File: src/rtl/bsg_link_pearl_reset_seq_pkg.sv
// Shared types for the bsg_link pearl hardware reset sequencer.
// Defines the FSM states, the per-channel reset bundle and small helper functions.
package bsg_link_pearl_reset_seq_pkg;

  typedef enum logic [3:0] {
    IDLE     = 4'd0,
    CLKGEN   = 4'd1,
    ASSERT   = 4'd2,
    TOKEN_HI = 4'd3,
    TOKEN_LO = 4'd4,
    UP_REL   = 4'd5,
    DOWN_REL = 4'd6,
    CORE_REL = 4'd7,
    DONE     = 4'd8
  } bsg_link_pearl_reset_seq_state_e;

  typedef struct packed {
    logic clk_gen;
    logic token;
    logic up_io;
    logic down_io;
    logic core;
  } bsg_link_pearl_chan_reset_s;

  // Number of timed steps in one bring-up sequence.
  function automatic int unsigned bsg_link_pearl_reset_seq_steps_gp(input bit ddr);
    return ddr ? 32'd7 : 32'd6;
  endfunction

  // Fully-held reset bundle; the io clk-gen reset only exists on DDR links.
  function automatic bsg_link_pearl_chan_reset_s bsg_link_pearl_chan_reset_value(input bit ddr);
    bsg_link_pearl_chan_reset_s v;
    v.clk_gen = ddr;
    v.token   = 1'b0;
    v.up_io   = 1'b1;
    v.down_io = 1'b1;
    v.core    = 1'b1;
    return v;
  endfunction

  function automatic bsg_link_pearl_reset_seq_state_e bsg_link_pearl_reset_seq_next_step
    (input bsg_link_pearl_reset_seq_state_e s);
    bsg_link_pearl_reset_seq_state_e n;
    case (s)
      CLKGEN:   n = ASSERT;
      ASSERT:   n = TOKEN_HI;
      TOKEN_HI: n = TOKEN_LO;
      TOKEN_LO: n = UP_REL;
      UP_REL:   n = DOWN_REL;
      DOWN_REL: n = CORE_REL;
      CORE_REL: n = DONE;
      default:  n = s;
    endcase
    return n;
  endfunction

endpackage

File: src/rtl/bsg_link_pearl_reset_seq_if.sv
// Control/status bundle between a bring-up host and the pearl reset sequencer.
// The slave side is the sequencer; the master side requests and observes the sequence.
interface bsg_link_pearl_reset_seq_if #(
  parameter int unsigned num_channels_p = 2
);

  logic                      start_i;
  logic [num_channels_p-1:0] channel_en_i;
  logic [num_channels_p-1:0] clk_gen_reset_o;
  logic [num_channels_p-1:0] token_reset_o;
  logic [num_channels_p-1:0] up_io_reset_o;
  logic [num_channels_p-1:0] down_io_reset_o;
  logic [num_channels_p-1:0] core_reset_o;
  logic                      busy_o;
  logic                      done_o;

  modport master (
    output start_i,
    output channel_en_i,
    input  clk_gen_reset_o,
    input  token_reset_o,
    input  up_io_reset_o,
    input  down_io_reset_o,
    input  core_reset_o,
    input  busy_o,
    input  done_o
  );

  modport slave (
    input  start_i,
    input  channel_en_i,
    output clk_gen_reset_o,
    output token_reset_o,
    output up_io_reset_o,
    output down_io_reset_o,
    output core_reset_o,
    output busy_o,
    output done_o
  );

endinterface

File: src/rtl/bsg_link_pearl_reset_seq_timer.sv
// Step hold timer: clear-and-count-up counter, cleared on every sequencer state change.
module bsg_link_pearl_reset_seq_timer #(
  parameter int unsigned width_p = 5
) (
  input  logic               clk_i,
  input  logic               reset_i,
  input  logic               clear_i,
  input  logic               up_i,
  output logic [width_p-1:0] count_o
);

  always_ff @(posedge clk_i or posedge reset_i) begin
    if (reset_i) begin
      count_o <= '0;
    end else if (clear_i) begin
      count_o <= '0;
    end else if (up_i) begin
      count_o <= count_o + width_p'(1);
    end
  end

endmodule

File: src/rtl/bsg_link_pearl_reset_seq.sv
// Fixed, timed bring-up sequencer for N bsg_link pearl channels.
// Enabled channels step through clk-gen/io/token/core resets in lockstep; disabled channels stay in reset.
module bsg_link_pearl_reset_seq
  import bsg_link_pearl_reset_seq_pkg::*;
#(
  parameter int unsigned num_channels_p = 2,
  parameter bit          ddr_p          = 1'b1,
  parameter int unsigned hold_cycles_p  = 16
) (
  input  logic                      clk_i,
  input  logic                      reset_i,
  bsg_link_pearl_reset_seq_if.slave link
);

  localparam int unsigned cnt_width_lp = $clog2(hold_cycles_p + 1);
  localparam logic [cnt_width_lp-1:0] last_cnt_lp = cnt_width_lp'(hold_cycles_p - 1);
  localparam bsg_link_pearl_chan_reset_s chan_reset_lp = bsg_link_pearl_chan_reset_value(ddr_p);

  if (hold_cycles_p < 1) begin : g_hold_chk
    $error("bsg_link_pearl_reset_seq: hold_cycles_p must be >= 1");
  end
  if (num_channels_p < 1) begin : g_chan_chk
    $error("bsg_link_pearl_reset_seq: num_channels_p must be >= 1");
  end

  bsg_link_pearl_reset_seq_state_e state_r, state_n;
  logic [cnt_width_lp-1:0]         count;
  logic [num_channels_p-1:0]       en_r;
  bsg_link_pearl_chan_reset_s [num_channels_p-1:0] chan_r, chan_n;
  logic                            busy_r, done_r;
  logic                            in_step, hold_done, start_ok;

  assign in_step   = (state_r != IDLE) && (state_r != DONE);
  assign hold_done = in_step && (count == last_cnt_lp);
  assign start_ok  = !in_step && link.start_i;

  bsg_link_pearl_reset_seq_timer #(
    .width_p (cnt_width_lp)
  ) timer (
    .clk_i   (clk_i),
    .reset_i (reset_i),
    .clear_i (state_n != state_r),
    .up_i    (in_step),
    .count_o (count)
  );

  always_comb begin
    state_n = state_r;
    unique case (state_r)
      IDLE, DONE: if (link.start_i) state_n = ddr_p ? CLKGEN : ASSERT;
      default:    if (hold_done) state_n = bsg_link_pearl_reset_seq_next_step(state_r);
    endcase
  end

  // ASSERT re-arms every reset as well, so an SDR restart from DONE starts from a clean state.
  always_comb begin
    chan_n = chan_r;
    for (int unsigned i = 0; i < num_channels_p; i++) begin
      if (!en_r[i]) begin
        chan_n[i] = chan_reset_lp;
      end else begin
        unique case (state_r)
          CLKGEN:   chan_n[i] = chan_reset_lp;
          ASSERT: begin
            chan_n[i]         = chan_reset_lp;
            chan_n[i].clk_gen = 1'b0;
          end
          TOKEN_HI: chan_n[i].token   = 1'b1;
          TOKEN_LO: chan_n[i].token   = 1'b0;
          UP_REL:   chan_n[i].up_io   = 1'b0;
          DOWN_REL: chan_n[i].down_io = 1'b0;
          CORE_REL: chan_n[i].core    = 1'b0;
          default:  ;
        endcase
      end
    end
  end

  always_ff @(posedge clk_i or posedge reset_i) begin
    if (reset_i) begin
      state_r <= IDLE;
      en_r    <= '0;
      busy_r  <= 1'b0;
      done_r  <= 1'b0;
      chan_r  <= {num_channels_p{chan_reset_lp}};
    end else begin
      state_r <= state_n;
      if (start_ok) en_r <= link.channel_en_i;
      busy_r  <= in_step;
      done_r  <= (state_r == DONE);
      chan_r  <= chan_n;
    end
  end

  for (genvar i = 0; i < num_channels_p; i++) begin : g_out
    assign link.clk_gen_reset_o[i] = chan_r[i].clk_gen;
    assign link.token_reset_o[i]   = chan_r[i].token;
    assign link.up_io_reset_o[i]   = chan_r[i].up_io;
    assign link.down_io_reset_o[i] = chan_r[i].down_io;
    assign link.core_reset_o[i]    = chan_r[i].core;
  end

  assign link.busy_o = busy_r;
  assign link.done_o = done_r;

endmodule

File: src/flat_wrapper.sv
// flat-port wrapper written by rule: the top's interface ports become plain ports
module bsg_link_pearl_reset_seq_flat import bsg_link_pearl_reset_seq_pkg::*;
#(
  parameter int unsigned num_channels_p = 2,
  parameter bit          ddr_p          = 1'b1,
  parameter int unsigned hold_cycles_p  = 16
)
  (clk_i, reset_i, link_start_i, link_channel_en_i, link_clk_gen_reset_o, link_token_reset_o, link_up_io_reset_o, link_down_io_reset_o, link_core_reset_o, link_busy_o, link_done_o);
  bsg_link_pearl_reset_seq_if #(.num_channels_p(num_channels_p)) link_i ();
  input  logic clk_i;
  input  logic reset_i;
  input wire logic [$bits(link_i.start_i)-1:0] link_start_i;
  input wire logic [$bits(link_i.channel_en_i)-1:0] link_channel_en_i;
  output wire logic [$bits(link_i.clk_gen_reset_o)-1:0] link_clk_gen_reset_o;
  output wire logic [$bits(link_i.token_reset_o)-1:0] link_token_reset_o;
  output wire logic [$bits(link_i.up_io_reset_o)-1:0] link_up_io_reset_o;
  output wire logic [$bits(link_i.down_io_reset_o)-1:0] link_down_io_reset_o;
  output wire logic [$bits(link_i.core_reset_o)-1:0] link_core_reset_o;
  output wire logic [$bits(link_i.busy_o)-1:0] link_busy_o;
  output wire logic [$bits(link_i.done_o)-1:0] link_done_o;
  assign link_i.start_i = link_start_i;
  assign link_i.channel_en_i = link_channel_en_i;
  assign link_clk_gen_reset_o = link_i.clk_gen_reset_o;
  assign link_token_reset_o = link_i.token_reset_o;
  assign link_up_io_reset_o = link_i.up_io_reset_o;
  assign link_down_io_reset_o = link_i.down_io_reset_o;
  assign link_core_reset_o = link_i.core_reset_o;
  assign link_busy_o = link_i.busy_o;
  assign link_done_o = link_i.done_o;
  bsg_link_pearl_reset_seq #(.num_channels_p(num_channels_p), .ddr_p(ddr_p), .hold_cycles_p(hold_cycles_p)) u_core (.clk_i(clk_i), .reset_i(reset_i), .link(link_i));
endmodule
File: config.mk
export PLATFORM = sky130hd
export DESIGN_NAME = bsg_link_pearl_reset_seq_flat
export DESIGN_NICKNAME = d
export VERILOG_FILES = /design/src/rtl/bsg_link_pearl_reset_seq_pkg.sv /design/src/rtl/bsg_link_pearl_reset_seq_if.sv /design/src/rtl/bsg_link_pearl_reset_seq_timer.sv /design/src/rtl/bsg_link_pearl_reset_seq.sv /design/src/flat_wrapper.sv
export SDC_FILE = /design/constraint.sdc
export NUM_CORES = 1
export LEC_CHECK = 0
export ABC_AREA = 1
export BUFFER_PORTS_ARGS = -buffer_cell sky130_fd_sc_hd__buf_2
export CORE_ASPECT_RATIO = 1.5
export CORE_MARGIN = 2
export CORE_UTILIZATION = 47
export DETAILED_ROUTE_END_ITERATION = 10
export GPL_ROUTABILITY_DRIVEN = 0
export GPL_TIMING_DRIVEN = 0
export PLACE_DENSITY = 0.66
export SETUP_SLACK_MARGIN = 0.15
export SLEW_MARGIN = 10
export SYNTH_ARGS = -nofsm -noshare
export SYNTH_HDL_FRONTEND = slang
export SYNTH_HIERARCHICAL = 1
export SYNTH_SLANG_ARGS = --single-unit
export TNS_END_PERCENT = 100
File: constraint.sdc
create_clock -name clk_i -period 1.6 [get_ports clk_i]
set_input_delay 0.08 -clock clk_i [delete_from_list [all_inputs] [get_ports clk_i]]
set_output_delay 0.08 -clock clk_i [all_outputs]
set_load 0.05 [all_outputs]
======== Yosys cells after proc, flatten, opt, wreduce, memory -nomap -nowiden ========
Cells that the tools add are included.
cells by class
  equality and inequality tests ........... 21
  reduce and logical (&&, ||, !) cells .... 10
  add/subtract/negate cells ............... 1
  muxes and demuxes ....................... 13
operators with widths
  operator                                                         number
  3-bit != test, second input constant                             10
  4-bit case mux with 7 select lines                               1
  5-bit 2-to-1 mux                                                 4
  4-bit by 3-bit == test with 1-bit output, second input constant  4
  4-bit 2-to-1 mux                                                 3
  1-bit case mux with 2 select lines                               5
  4-bit by 2-bit == test with 1-bit output, second input constant  2
  5-bit by 1-bit adder with 5-bit output, second input constant    1
  5-bit by 4-bit == test with 1-bit output, second input constant  1
  4-bit by 1-bit == test with 1-bit output, second input constant  1
  4-bit == test, second input constant                             1
  4-bit logical NOT                                                1
  4-bit != test                                                    1
  4-bit != test, second input constant                             1
  4-bit nonzero test                                               1
  2-bit OR reduction                                               2
  1-bit logical AND                                                3
  3-bit OR reduction                                               1
  2-bit nonzero test                                               1
  1-bit logical NOT                                                1
storage, ports and cells
  bits in registers ....................... 23
  word-level logic and storage cells ...... 60
  bits of input ports ..................... 5
  output and inout port bits .............. 12

======== Longest topological paths before layout ========
Gate-level depths: netlist of run 1.
  depth in word-level cells ............... 7
  depth in mapped cells ................... 14
  gate-level depth less buffers ........... 14

======== Hierarchy ========
The synthesis of run 1 kept the hierarchy.
modules (own cells, without submodules)
  module                          cells each  sequential area each (µm²)  area each (µm²)  times used
  bsg_link_pearl_reset_seq        101         460.4                       874.6            1
  bsg_link_pearl_reset_seq_timer  33          125.1                       260.2            1

======== Least setup slack after synthesis of run 1 ========
OpenSTA, ideal clock, no wires.
  path kind ............................... reg2reg
  start point ............................. reg u_core.state_r[0]
  end point ............................... reg u_core.timer.count_o[3]
  clock period less this slack ............ 1.524 ns
  setup time .............................. 0.119 ns
  setup slack ............................. 0.076 ns
  required time ........................... 1.481 ns
  stages on the path, launching flop included .. 13
  path buffers ............................ 0
  data arrival time ....................... 1.405 ns
  cells stage by stage .................... dfrtp_1 > inv_4 > nand3_4 > nand3_2 > nand2_1 > nand2_1 > nand2_2 > nand2_1 > nand2_1 > nor2_2 > nor2_2 > a21oi_1 > nor2_1
between the ends
  longest elaborated chain between the ends .. 7
  elaborated cells on any way between the ends .. 21
  classes of those cells .................. 10 x eq/ne; 5 x mux; 6 x reduce/logical
RTL lines
  what                                                           line                                  source
  start, declared                                                bsg_link_pearl_reset_seq.sv:26        bsg_link_pearl_reset_seq_state_e state_r, state_n;
  start signal, assigned                                         bsg_link_pearl_reset_seq.sv:87        state_r <= state_n;
  4-bit != test / 4-bit nonzero test (equally long branches)     bsg_link_pearl_reset_seq.sv:33        assign in_step = (state_r != IDLE) && (state_r != DONE);
  1-bit logical AND *                                            bsg_link_pearl_reset_seq.sv:33
  net u_core.in_step                                             bsg_link_pearl_reset_seq.sv:31        logic in_step, hold_done, start_ok;
  1-bit logical AND *                                            bsg_link_pearl_reset_seq.sv:34        assign hold_done = in_step && (count == last_cnt_lp);
  4-bit 2-to-1 mux *                                             bsg_link_pearl_reset_seq.sv:51        default: if (hold_done) state_n = bsg_link_pearl_reset_seq_next_step(state_r);
  4-bit 2-to-1 mux *                                             bsg_link_pearl_reset_seq.sv:49        unique case (state_r)
  net u_core.state_n[0]                                          bsg_link_pearl_reset_seq.sv:26
  4-bit != test *                                                bsg_link_pearl_reset_seq.sv:42        .clear_i (state_n != state_r),
  5-bit 2-to-1 mux / 2-bit nonzero test (equally long branches)  -
  end signal, assigned                                           bsg_link_pearl_reset_seq_timer.sv:18  count_o <= count_o + width_p'(1);
  end, declared                                                  bsg_link_pearl_reset_seq_timer.sv:9   output logic [width_p-1:0] count_o
Mark *: on every way through the listed nets, which the timed path passes. The rest lies on a longest branch.
A chain may end at the register's enable or synchronous reset.

======== Worst setup path after layout of run 1 ========
  start point ............................. reg u_core.timer.count_o[4]
  end point ............................... reg u_core.timer.count_o[3]
between the ends
  longest elaborated chain between the ends .. 6
  elaborated cells on any way between the ends .. 7
  classes of those cells .................. 2 x eq/ne; 3 x mux; 2 x reduce/logical
RTL lines
  what                                                           line
  5-bit by 4-bit == test with 1-bit output *                     bsg_link_pearl_reset_seq.sv:34
  1-bit logical AND *                                            bsg_link_pearl_reset_seq.sv:34
  4-bit 2-to-1 mux *                                             bsg_link_pearl_reset_seq.sv:51
  4-bit 2-to-1 mux *                                             bsg_link_pearl_reset_seq.sv:49
  net u_core.state_n[0]                                          bsg_link_pearl_reset_seq.sv:26
  4-bit != test *                                                bsg_link_pearl_reset_seq.sv:42
  5-bit 2-to-1 mux / 2-bit nonzero test (equally long branches)  -
Marks and branches as above.

==> flow_metrics.py, run 1 <==
metrics = {
    "setup_path": {
        "critical_path_class": "reg2reg",
        "cp.arrival_ns": 1.82,
        "reg2reg_slack_ns": 0.04,
        "start_kind": "flop",
        "crit_chain": "inv_1 -> nand3_2 -> nor2_4 -> buf_6 -> a21oi_2 -> nand2_1 -> nand2_2 -> nand2_2 -> nand2_4 -> nor2_4 -> nor2_4 -> nand3_1 -> nand2_1 -> nor2_1",
        "crit_fanout": 3,
        "crit_family": "simple AND/OR/NAND/NOR gates",
        "cp_data_required_time_ns": 1.86,
        "crit_slowest_cell": "dfrtp_1",
        "cpMostUsedCell": "nor2_4",
        "cp.buffers_inverters": 2,
        "critPathMaxStageDelay_ns": 0.40,
        "endpoint_kind": "flop",
    },
    "run": {
        "maxCapViolations": 0,
    },
    "synth": {
        "synth_warnings": 6,
        "synth_commonest_cells": "nand2_1, inv_1, dfrtp_1",
        "syn_nets": 140,
        "synth_cell_types": 25,
        "synth_area_um2": 1135,
        "synth_top_cell_by_area": "dfrtp_1",
        "synth_edf_count": 0,
        "async_flop_share": 1.000,
        "yosys.area.top_type_share": 0.3308,
        "syn_avg_cell_area_um2": 8.469,
        "yosysMostFrequentCell": "nand2_1",
        "syn_inst": 134,
        "synth_seq_cells": 23,
        "synth.area.top_cells": "dfrtp_1, dfstp_2, nand2_1",
        "ys.flop_type": "dfrtp_1",
        "synth-seq-area-share": 0.5160,
    },
    "min_path": {
        "hold_class": "in2reg",
    },
    "pwr": {
        "power_frac_seq": 0.663,
        "switching_share": 0.2207,
        "p_leak_uw": 0.0008049,
        "p_sw_uw": 193.8,
        "p_int_uw": 684.4,
        "ir_drop_mv": 0.5304,
        "p_per_area_nw_per_um2": 565.6,
        "share_comb_of_total_power": 0.025,
        "power.total_uw": 878.2,
        "power.share.clock": 0.312,
    },
    "run_status": {
        "run_status": "completed",
    },
    "grt": {
        "grt_usage": 0.1899,
        "use_met1": 0.1902,
        "grt_util_met3": 0.01977,
        "grt_max_degree": 19,
        "grt_pass1_wl_um": 4077,
        "antenna_found_initial": 0,
        "top_usage_layer": "met2",
        "first_global_vias": 1009,
        "grt_use_met2": 0.3713,
        "gr-total-overflow": 0,
    },
    "clocking": {
        "clockBufferDepth": 2,
        "tritoncts": "yes",
        "htreeDepth": 1,
        "cts_buffers": 3,
        "path_clk_slew_ns": 0.13,
        "cts_root_buffer": "clkbuf_4",
        "worstSkewPairLatency_ns": 0.31,
        "cts.sinks": 23,
    },
    "cells_and_area": {
        "regArea_um2": 585.6,
        "num_antenna_cells": 0,
        "syn2layout_area_growth_pct": 36.82,
        "nFillCells": 197,
        "multi_input_area_um2": 515.5,
        "drive_gt1_frac": 0.4722,
        "nets": 187,
    },
    "place": {
        "io_buffer_count": 16,
        "dp_hpwl_um": 1642,
    },
    "die": {
        "rows": 21,
        "coreArea_um2": 2260,
        "initial_core_util": 0.5022,
        "die-height_um": 64.18,
        "io_pins": 17,
        "die_w_um": 44.12,
        "die_area_um2": 2832,
    },
    "timing": {
        "post-route-period-util": 0.9775,
        "slew_violations": 0,
        "max_freq_mhz": 639.4,
        "tightest_slew_ns": 0.6939,
        "slew_headroom": 0.5369,
        "post-route-min-period_ns": 1.564,
        "finalHoldViolations": 0,
        "rsz0062_at_grt": "yes",
        "finalSetupViolations": 0,
        "final.setup.tns_ns": 0,
        "clock_skew_ns": 0.004022,
    },
    "routing": {
        "first_pass_iters": 4,
        "routed_via_density": 4.813,
        "drtAntennaViolNets": 0,
        "vias": 977,
        "first_iter_violations": 21,
        "wl_per_cell_um": 12.01,
        "drc": 0,
        "drt_wl_total_um": 2438,
    },
}
layout by cell type, fill, tap and decap left out, drive strengths merged:
cell,count
clkbuf,3
a31oi,1
inv,27
nor3,5
xnor2,1
nand3,7
nand2,35
ha,1
dfstp,8
a211o,1
nor2,18
buf,39
nand3b,1
dfrtp,15
dlygate4sd3,3
o21ai,9
clkinv,1
a21oi,5
state kept, by name (all words and copies together), names as in the netlist:
signal,count
u_core/link.done_o,1
u_core/en_r,2
u_core/link.down_io_reset_o,2
u_core/link.up_io_reset_o,2
u_core/timer/count_o,5
u_core/link.token_reset_o,2
u_core/link.core_reset_o,2
u_core/state_r,4
u_core/link.clk_gen_reset_o,2
u_core/link.busy_o,1
final timing paths:
check / from / to / cells past startpoint
worst max register to register: u_core/timer/count_o[4]$_DFFE_PP0P_ / u_core/timer/count_o[3]$_DFFE_PP0P_ / 14
worst max-delay path: u_core/timer/count_o[4]$_DFFE_PP0P_ / u_core/timer/count_o[3]$_DFFE_PP0P_ / 14
max in group asynchronous: reset_i / u_core/link.done_o$_DFF_PP0_ / 3
min in group asynchronous: reset_i / u_core/timer/count_o[4]$_DFFE_PP0P_ / 3
worst min-delay path: link_start_i / u_core/state_r[0]$_DFF_PP0_ / 3
worst min register to register: u_core/en_r[0]$_DFFE_PP0P_ / u_core/link.clk_gen_reset_o[0]$_DFFE_PP1P_ / 1
power by group through the flow:
| stage | clock network [uW] | logic (uW) | registers, uW |
|---|---|---|---|
| after CTS | 280 | 22.3 | 582 |
| final | 274 | 22.2 | 582 |
| after floorplan | 0 | 8.72 | 593 |
| after global routing | 308 | 25.4 | 583 |
| after detailed placement | 0 | 16.8 | 593 |
| after global placement | 0 | 16.6 | 593 |
through the flow:
| stage | hold slack [ns] | cell area [um^2] | utilization | setup WS (ns) | std cells |
|---|---|---|---|---|---|
| 5_1_grt | 0.07966 | 1553 | 0.6872 | -0.07771 | 203 |
| 2_1_floorplan | -0.1415 | 1142 | - | 0.1284 | 134 |
| 3_5_place_dp | -0.0009280 | 1251 | 0.5537 | -0.08424 | 173 |
| 6_report | 0.05760 | 1553 | 0.6872 | 0.03608 | 203 |
| 3_3_place_gp | 0.0001151 | 1251 | 0.5537 | -0.03999 | 173 |
| 4_1_cts | 0.05101 | 1424 | 0.6301 | 0.003547 | 193 |
worst min-delay path, delay by kind of cell:
| kind | cells | cell delay, ns |
|---|---|---|
| buffers and inverters | 1 | 0.08 |
| and+or+nand+nor | 2 | 0.19 |
repair_timing:
item	CTS	global route
gates resized for setup	7	15
endpoints found under the hold margin	17	0
hold buffers	3	0
setup endpoints to repair	4	7
setup buffers	13	10
pin swaps	8	6
layout make-up:
type                       instances  area share
sequential                        23      0.3771
multi-input combinational         84      0.3320
tap                               23     0.01853
clock buffer                       3     0.01450
clock inverter                     1    0.003223
timing repair buffer              42      0.1845
inverter                          27     0.07010
kinds of logic (layout without fill, tap and decap cells):
group                      after synthesis  count (layout)  synth area share
DFF                                     23              23            0.5160
buffers and inverters                   27              73           0.09371
xor gates and xnor gates                 1               1          0.007719
and+or+nand+nor                         66              66            0.2900
AOI/OAI and AO/OA                       16              16           0.08159
adders and majority gates                1               1           0.01102
metal layers:
layer | vias to the layer above | wire [um]
met5 | - | 0
met4 | 0 | 63
met3 | 6 | 61
met2 | 17 | 1422
met1 | 452 | 890
li1 | 502 | -
No activity file was read; power rests on OpenSTA's default activity.
==> run 2, diff against run 1 <==
CORE_UTILIZATION = 49   (was 47)
PLACE_DENSITY = 0.69   (was 0.66)
==> run 2 against run 1 <==
Against the previous run: worst setup slack improved by 0.018 ns; critical path type unchanged; largest power group unchanged; clock power fell by 1%; maximum frequency rose by 1.2%; combinational power fell by 3%; sequential cell count did not move; sequential power barely moved; count of clock-buffer cells in the layout did not move; sequential share of layout area rose by 1.5 points.
==> flow_metrics.py, run 2 (same netlist as run 1, synthesis figures left out) <==
metrics = {
    "setup_path": {
        "critPathMaxStageDelay_ns": 0.43,
        "crit_family": "simple AND/OR/NAND/NOR gates",
        "r2r-start": "u_core/state_r[0]$_DFF_PP0_",
        "r2r-end": "u_core/timer/count_o[3]$_DFFE_PP0P_",
        "cp.buffers_inverters": 1,
        "crit_slowest_cell": "dfrtp_1",
        "cp.arrival_ns": 1.76,
        "cp_data_required_time_ns": 1.82,
        "reg2reg_slack_ns": 0.05,
        "worstRegToRegCells": 12,
        "crit_chain": "inv_4 -> nand3_4 -> nand3_2 -> nand2_1 -> nand2_1 -> nand2_2 -> nand2_2 -> nand2_4 -> nor2_4 -> nor2_4 -> a21oi_1 -> nor2_1",
        "endpoint_kind": "flop",
        "crit_fanout": 5,
        "critical_path_class": "reg2reg",
        "start_kind": "flop",
    },
    "grt": {
        "antenna_found_initial": 0,
        "gr-total-overflow": 0,
        "grt_pass1_wl_um": 4229,
        "grt_max_degree": 19,
        "first_global_vias": 1014,
        "grt_usage": 0.2022,
    },
    "min_path": {
        "whs_endpoint": "u_core/en_r[0]$_DFFE_PP0P_",
        "hold_class": "in2reg",
        "worstHoldStart": "link_start_i",
        "holdPathStages": 4,
    },
    "run_status": {
        "run_status": "completed",
    },
    "cells_and_area": {
        "top_register": "u_core/timer/count_o",
        "mostFrequentLayoutCells": "nand2_1, inv_1, buf_4",
        "nFillCells": 198,
        "num_antenna_cells": 0,
        "final_common_cell": "nand2_1",
        "syn2layout_area_growth_pct": 31.75,
        "largest_reg_flops": 5,
        "regArea_um2": 585.6,
        "drive_gt1_frac": 0.4261,
        "top_regs": "u_core/timer/count_o (5), u_core/state_r (4)",
        "nets": 183,
        "multi_input_area_um2": 494.2,
    },
    "pwr": {
        "p_leak_uw": 0.0007781,
        "ir_drop_mv": 0.3927,
        "power.total_uw": 874.2,
        "p_per_area_nw_per_um2": 584.7,
    },
    "timing": {
        "finalHoldViolations": 0,
        "post-route-period-util": 0.9659,
        "slew_violations": 0,
        "clock_skew_ns": 0.003488,
        "final.setup.tns_ns": 0,
        "max_freq_mhz": 647.1,
        "slew_headroom": 0.5758,
        "finalSetupViolations": 0,
        "tightest_slew_ns": 0.6355,
        "post-route-min-period_ns": 1.545,
        "rsz0062_at_grt": "yes",
    },
    "die": {
        "die_w_um": 43.30,
        "die-height_um": 62.94,
        "rows": 21,
        "die_area_um2": 2725,
        "io_pins": 17,
        "coreArea_um2": 2207,
        "initial_core_util": 0.5142,
    },
    "routing": {
        "wl_met1_um": 823,
        "routed_via_density": 4.970,
        "met3WireLength_um": 46,
        "wl_per_cell_um": 11.86,
        "first_pass_iters": 4,
        "drtAntennaViolNets": 0,
        "wl_met2_um": 1451,
        "drt_wl_total_um": 2361,
        "top_layer_used": "met4",
        "drc": 0,
        "vias": 989,
        "first_iter_violations": 9,
    },
    "place": {
        "io_buffer_count": 16,
        "dp_hpwl_um": 1705,
    },
    "clocking": {
        "path_clk_slew_ns": 0.12,
        "cts_buffers": 3,
        "worstSkewPairLatency_ns": 0.31,
        "cts_root_buffer": "clkbuf_4",
        "clockBufferDepth": 2,
        "cts.sinks": 23,
        "tritoncts": "yes",
        "htreeDepth": 1,
    },
    "run": {
        "maxCapViolations": 0,
    },
}
-- run 2: changes by cell type in the layout (fill, tap and decap cells not counted), moves of 2 or more --
cell / before / now
buf_4: 22 / 19
nor2_1: 8 / 11
nand2_1: 27 / 29
nor2_2: 3 / 1
-- run 2: layout make-up --
class / count / area share
inverters: 27 / 0.07113
clock buffers: 3 / 0.01506
clock inverters: 1 / 0.003347
multi-input cells: 84 / 0.3305
well taps: 23 / 0.01925
repair buffers: 38 / 0.1690
flip-flops and latches: 23 / 0.3916
-- run 2: metrics by stage --
step	cell area (um^2)	util	setup WS (ns)	hold slack [ns]	cells
3_3_place_gp	1251	0.5669	-0.02539	-0.002263	173
2_1_floorplan	1142	-	0.1284	-0.1415	134
5_1_grt	1495	0.6774	-0.07356	0.1208	199
3_5_place_dp	1251	0.5669	-0.1227	0.001232	173
4_1_cts	1419	0.6429	0.01803	0.08641	192
6_report	1495	0.6774	0.05454	0.09562	199
-- run 2: tightest hold or removal path, stage by stage --
cell	delay, ns
buf_2	0.07
nand2_1	0.08
nand2_1	0.09
nand2_1	0.05
-- run 2: worst max-delay path by stage --
stage | startpoint | end | slack, ns | cells past startpoint
detailed placement | u_core/timer/count_o[4]$_DFFE_PP0P_ | u_core/timer/count_o[4]$_DFFE_PP0P_ | -0.12 | 14
floorplan | u_core/state_r[0]$_DFF_PP0_ | u_core/timer/count_o[3]$_DFFE_PP0P_ | 0.13 | 12
global placement | u_core/timer/count_o[4]$_DFFE_PP0P_ | u_core/timer/count_o[4]$_DFFE_PP0P_ | -0.03 | 14
global route | u_core/timer/count_o[4]$_DFFE_PP0P_ | u_core/timer/count_o[4]$_DFFE_PP0P_ | -0.07 | 14
finish | u_core/state_r[0]$_DFF_PP0_ | u_core/timer/count_o[3]$_DFFE_PP0P_ | 0.05 | 12
CTS | u_core/timer/count_o[4]$_DFFE_PP0P_ | u_core/timer/count_o[4]$_DFFE_PP0P_ | 0.02 | 14
-- run 2: where the power goes --
part	total, uW	internal, uW	switching (uW)
Combinational	21.6	8.49	13.1
Clock	270	93.5	177
Sequential	582	582	0
-- run 2: timing repair --
action	CTS	global route
pin swaps	5	4
setup buffers	12	7
resized for setup	5	7
hold endpoints to repair	17	0
hold buffers	3	0
endpoints found under the setup margin	4	6
-- run 2: metal layers --
layer,vias to the layer above,GRT usage
li1,494,-
met1,479,0.2075
met2,12,0.3918
met3,4,0.02023
met4,0,0.07955
met5,-,0
==> run 3, diff against run 2 <==
BUFFER_PORTS_ARGS = default   (was -buffer_cell sky130_fd_sc_hd__buf_2)
CORE_UTILIZATION = 54   (was 49)
DONT_BUFFER_PORTS = 1   (was default)
PLACE_DENSITY = 0.68   (was 0.69)
==> run 3 against run 2 <==
Against the previous run: the flow now finishes with violations (negative hold slack); sequential share of layout area is 2.7 points higher; sequential power about the same; first-iteration DRC count rose by 120%; combinational power decreased by 21%; highest routed layer unchanged; clock power is essentially flat; via count fell by 7.7%; register-to-register slack lost 0.02 ns; die area shrank 8.6%; non-clock buffer count shrank 20; clock skew decreased by 0.00093 ns; wire length is 1.3% higher; maximum frequency down 1.1%; largest cell class unchanged.
==> flow_metrics.py, run 3 (same netlist as run 1, synthesis figures left out) <==
metrics = {
    "setup_path": {
        "crit_fanout": 4,
        "endpoint_kind": "flop",
        "critPathMaxStageDelay_ns": 0.44,
        "worstRegToRegCells": 13,
        "r2r-start": "u_core/timer/count_o[3]$_DFFE_PP0P_",
        "start_kind": "flop",
        "crit_slowest_cell": "dfrtp_1",
        "crit_chain": "nand3_2 -> nor2_4 -> nand3_4 -> nand2_2 -> nand2_2 -> nand2_2 -> nand2_2 -> nand2_4 -> nor2_4 -> nor2_2 -> nand3_1 -> nand2_1 -> nor2_1",
        "reg2reg_slack_ns": 0.04,
        "critical_path_class": "reg2reg",
        "cpMostUsedCell": "nand2_2",
        "cp.arrival_ns": 1.78,
        "r2r-end": "u_core/timer/count_o[4]$_DFFE_PP0P_",
        "cp_data_required_time_ns": 1.82,
    },
    "die": {
        "die_area_um2": 2492,
        "die-height_um": 60.15,
        "rows": 20,
        "initial_core_util": 0.5669,
        "io_pins": 17,
        "coreArea_um2": 2002,
        "die_w_um": 41.43,
    },
    "pwr": {
        "power.total_uw": 870.9,
        "p_per_area_nw_per_um2": 621.5,
        "p_leak_uw": 0.0007019,
        "ir_drop_mv": 0.5080,
    },
    "cells_and_area": {
        "top_regs": "u_core/timer/count_o (5), u_core/state_r (4)",
        "top_register": "u_core/timer/count_o",
        "num_antenna_cells": 0,
        "final_common_cell": "nand2_1",
        "mostFrequentLayoutCells": "nand2_1, inv_1, dfrtp_1, buf_4, nor2_1",
        "largest_reg_flops": 5,
        "fin_area_um2": 1401,
        "syn2layout_area_growth_pct": 23.48,
        "nets": 163,
        "drive_gt1_frac": 0.3782,
        "utilization": 0.7000,
    },
    "grt": {
        "antenna_found_initial": 0,
        "grt_usage": 0.2010,
        "grt_max_degree": 19,
        "first_global_vias": 902,
        "grt_pass1_wl_um": 3801,
        "gr-total-overflow": 0,
    },
    "timing": {
        "clock_skew_ns": 0.002558,
        "finalSetupViolations": 0,
        "post-route-period-util": 0.9767,
        "hold_ws_ns": -0.02637,
        "finalHoldViolations": 2,
        "max_freq_mhz": 639.9,
        "rsz0062_at_grt": "yes",
        "tightest_slew_ns": 0.6471,
        "slew_headroom": 0.5682,
        "post-route-worst-setup-slack_ns": 0.03720,
        "post-route-min-period_ns": 1.563,
        "slew_violations": 0,
    },
    "routing": {
        "first_iter_violations": 20,
        "drtAntennaViolNets": 0,
        "wl_per_cell_um": 13.44,
        "vias": 913,
        "drc": 0,
        "first_pass_iters": 4,
        "drt_wl_total_um": 2392,
        "routed_via_density": 5.129,
    },
    "min_path": {
        "worstHoldStart": "link_start_i",
        "whs_endpoint": "u_core/state_r[0]$_DFF_PP0_",
        "hold_class": "in2reg",
        "holdPathStages": 2,
    },
    "clocking": {
        "tritoncts": "yes",
        "cts.sinks": 23,
        "ctsHoldBuffers": 3,
        "worstSkewPairLatency_ns": 0.31,
        "clockBufferDepth": 2,
        "cts_root_buffer": "clkbuf_4",
        "path_clk_slew_ns": 0.13,
        "cts_buffers": 3,
        "htreeDepth": 1,
    },
    "place": {
        "io_buffer_count": 0,
        "place_area_um2": 1170,
        "place_ws_ns": -0.05125,
        "dp_hpwl_um": 1630,
    },
    "run": {
        "maxCapViolations": 0,
    },
    "run_status": {
        "run_status": "finished with violations",
        "violations": "negative hold slack",
    },
}
## run 3: per-layer routing
layer	wire length, um	part of all wire	GRT usage	vias to the layer above
met5	0	0	0	-
li1	-	-	-	452
met4	70	0.029	0.1152	0
met1	835	0.35	0.1938	435
met2	1440	0.60	0.4063	18
met3	46	0.019	0.01813	8
## run 3: worst max-delay path: cells and delay by family, from the launching register on
kind	cells	cell delay [ns]
flip-flops	1	0.44
AND/OR/NAND/NOR	13	1.03
## run 3: area by class of cell
class | instances | area (um^2)
clock buffers | 3 | 22.52
clock inverters | 1 | 5.005
well taps | 22 | 27.53
fillers | 173 | 600.6
flip-flops and latches | 23 | 586.8
inverters | 27 | 111.4
repair buffers | 18 | 146.4
multi-input cells | 84 | 501.7
## run 3: how the worst max path moves through the flow
stage | end | from | slack (ns)
floorplan | u_core/timer/count_o[3]$_DFFE_PP0P_ | u_core/state_r[0]$_DFF_PP0_ | 0.13
global placement | u_core/timer/count_o[4]$_DFFE_PP0P_ | u_core/timer/count_o[4]$_DFFE_PP0P_ | -0.01
detailed placement | u_core/timer/count_o[4]$_DFFE_PP0P_ | u_core/timer/count_o[4]$_DFFE_PP0P_ | -0.05
CTS | u_core/timer/count_o[4]$_DFFE_PP0P_ | u_core/timer/count_o[4]$_DFFE_PP0P_ | -0.003
global route | u_core/timer/count_o[3]$_DFFE_PP0P_ | u_core/timer/count_o[3]$_DFFE_PP0P_ | -0.12
finish | u_core/timer/count_o[4]$_DFFE_PP0P_ | u_core/timer/count_o[3]$_DFFE_PP0P_ | 0.04
## run 3: through the flow
step                instances  setup TNS [ns]
CTS                       172       -0.003443
finish                    178               0
global placement          156        -0.01469
floorplan                 134               0
detailed placement        156        -0.07914
global route              178         -0.3779
## run 3: what timing repair did
action,4_1_cts,5_1_grt
resized for setup,5,14
cloned,0,0
setup endpoints to repair,4,5
setup buffers,9,6
pin swaps,5,10
endpoints found under the hold margin,18,1
## run 3: power breakdown
group	total, uW	switching [uW]	internal, uW
Combinational	17.1	11.9	5.22
Clock	271	178	93.6
Sequential	582	0	582
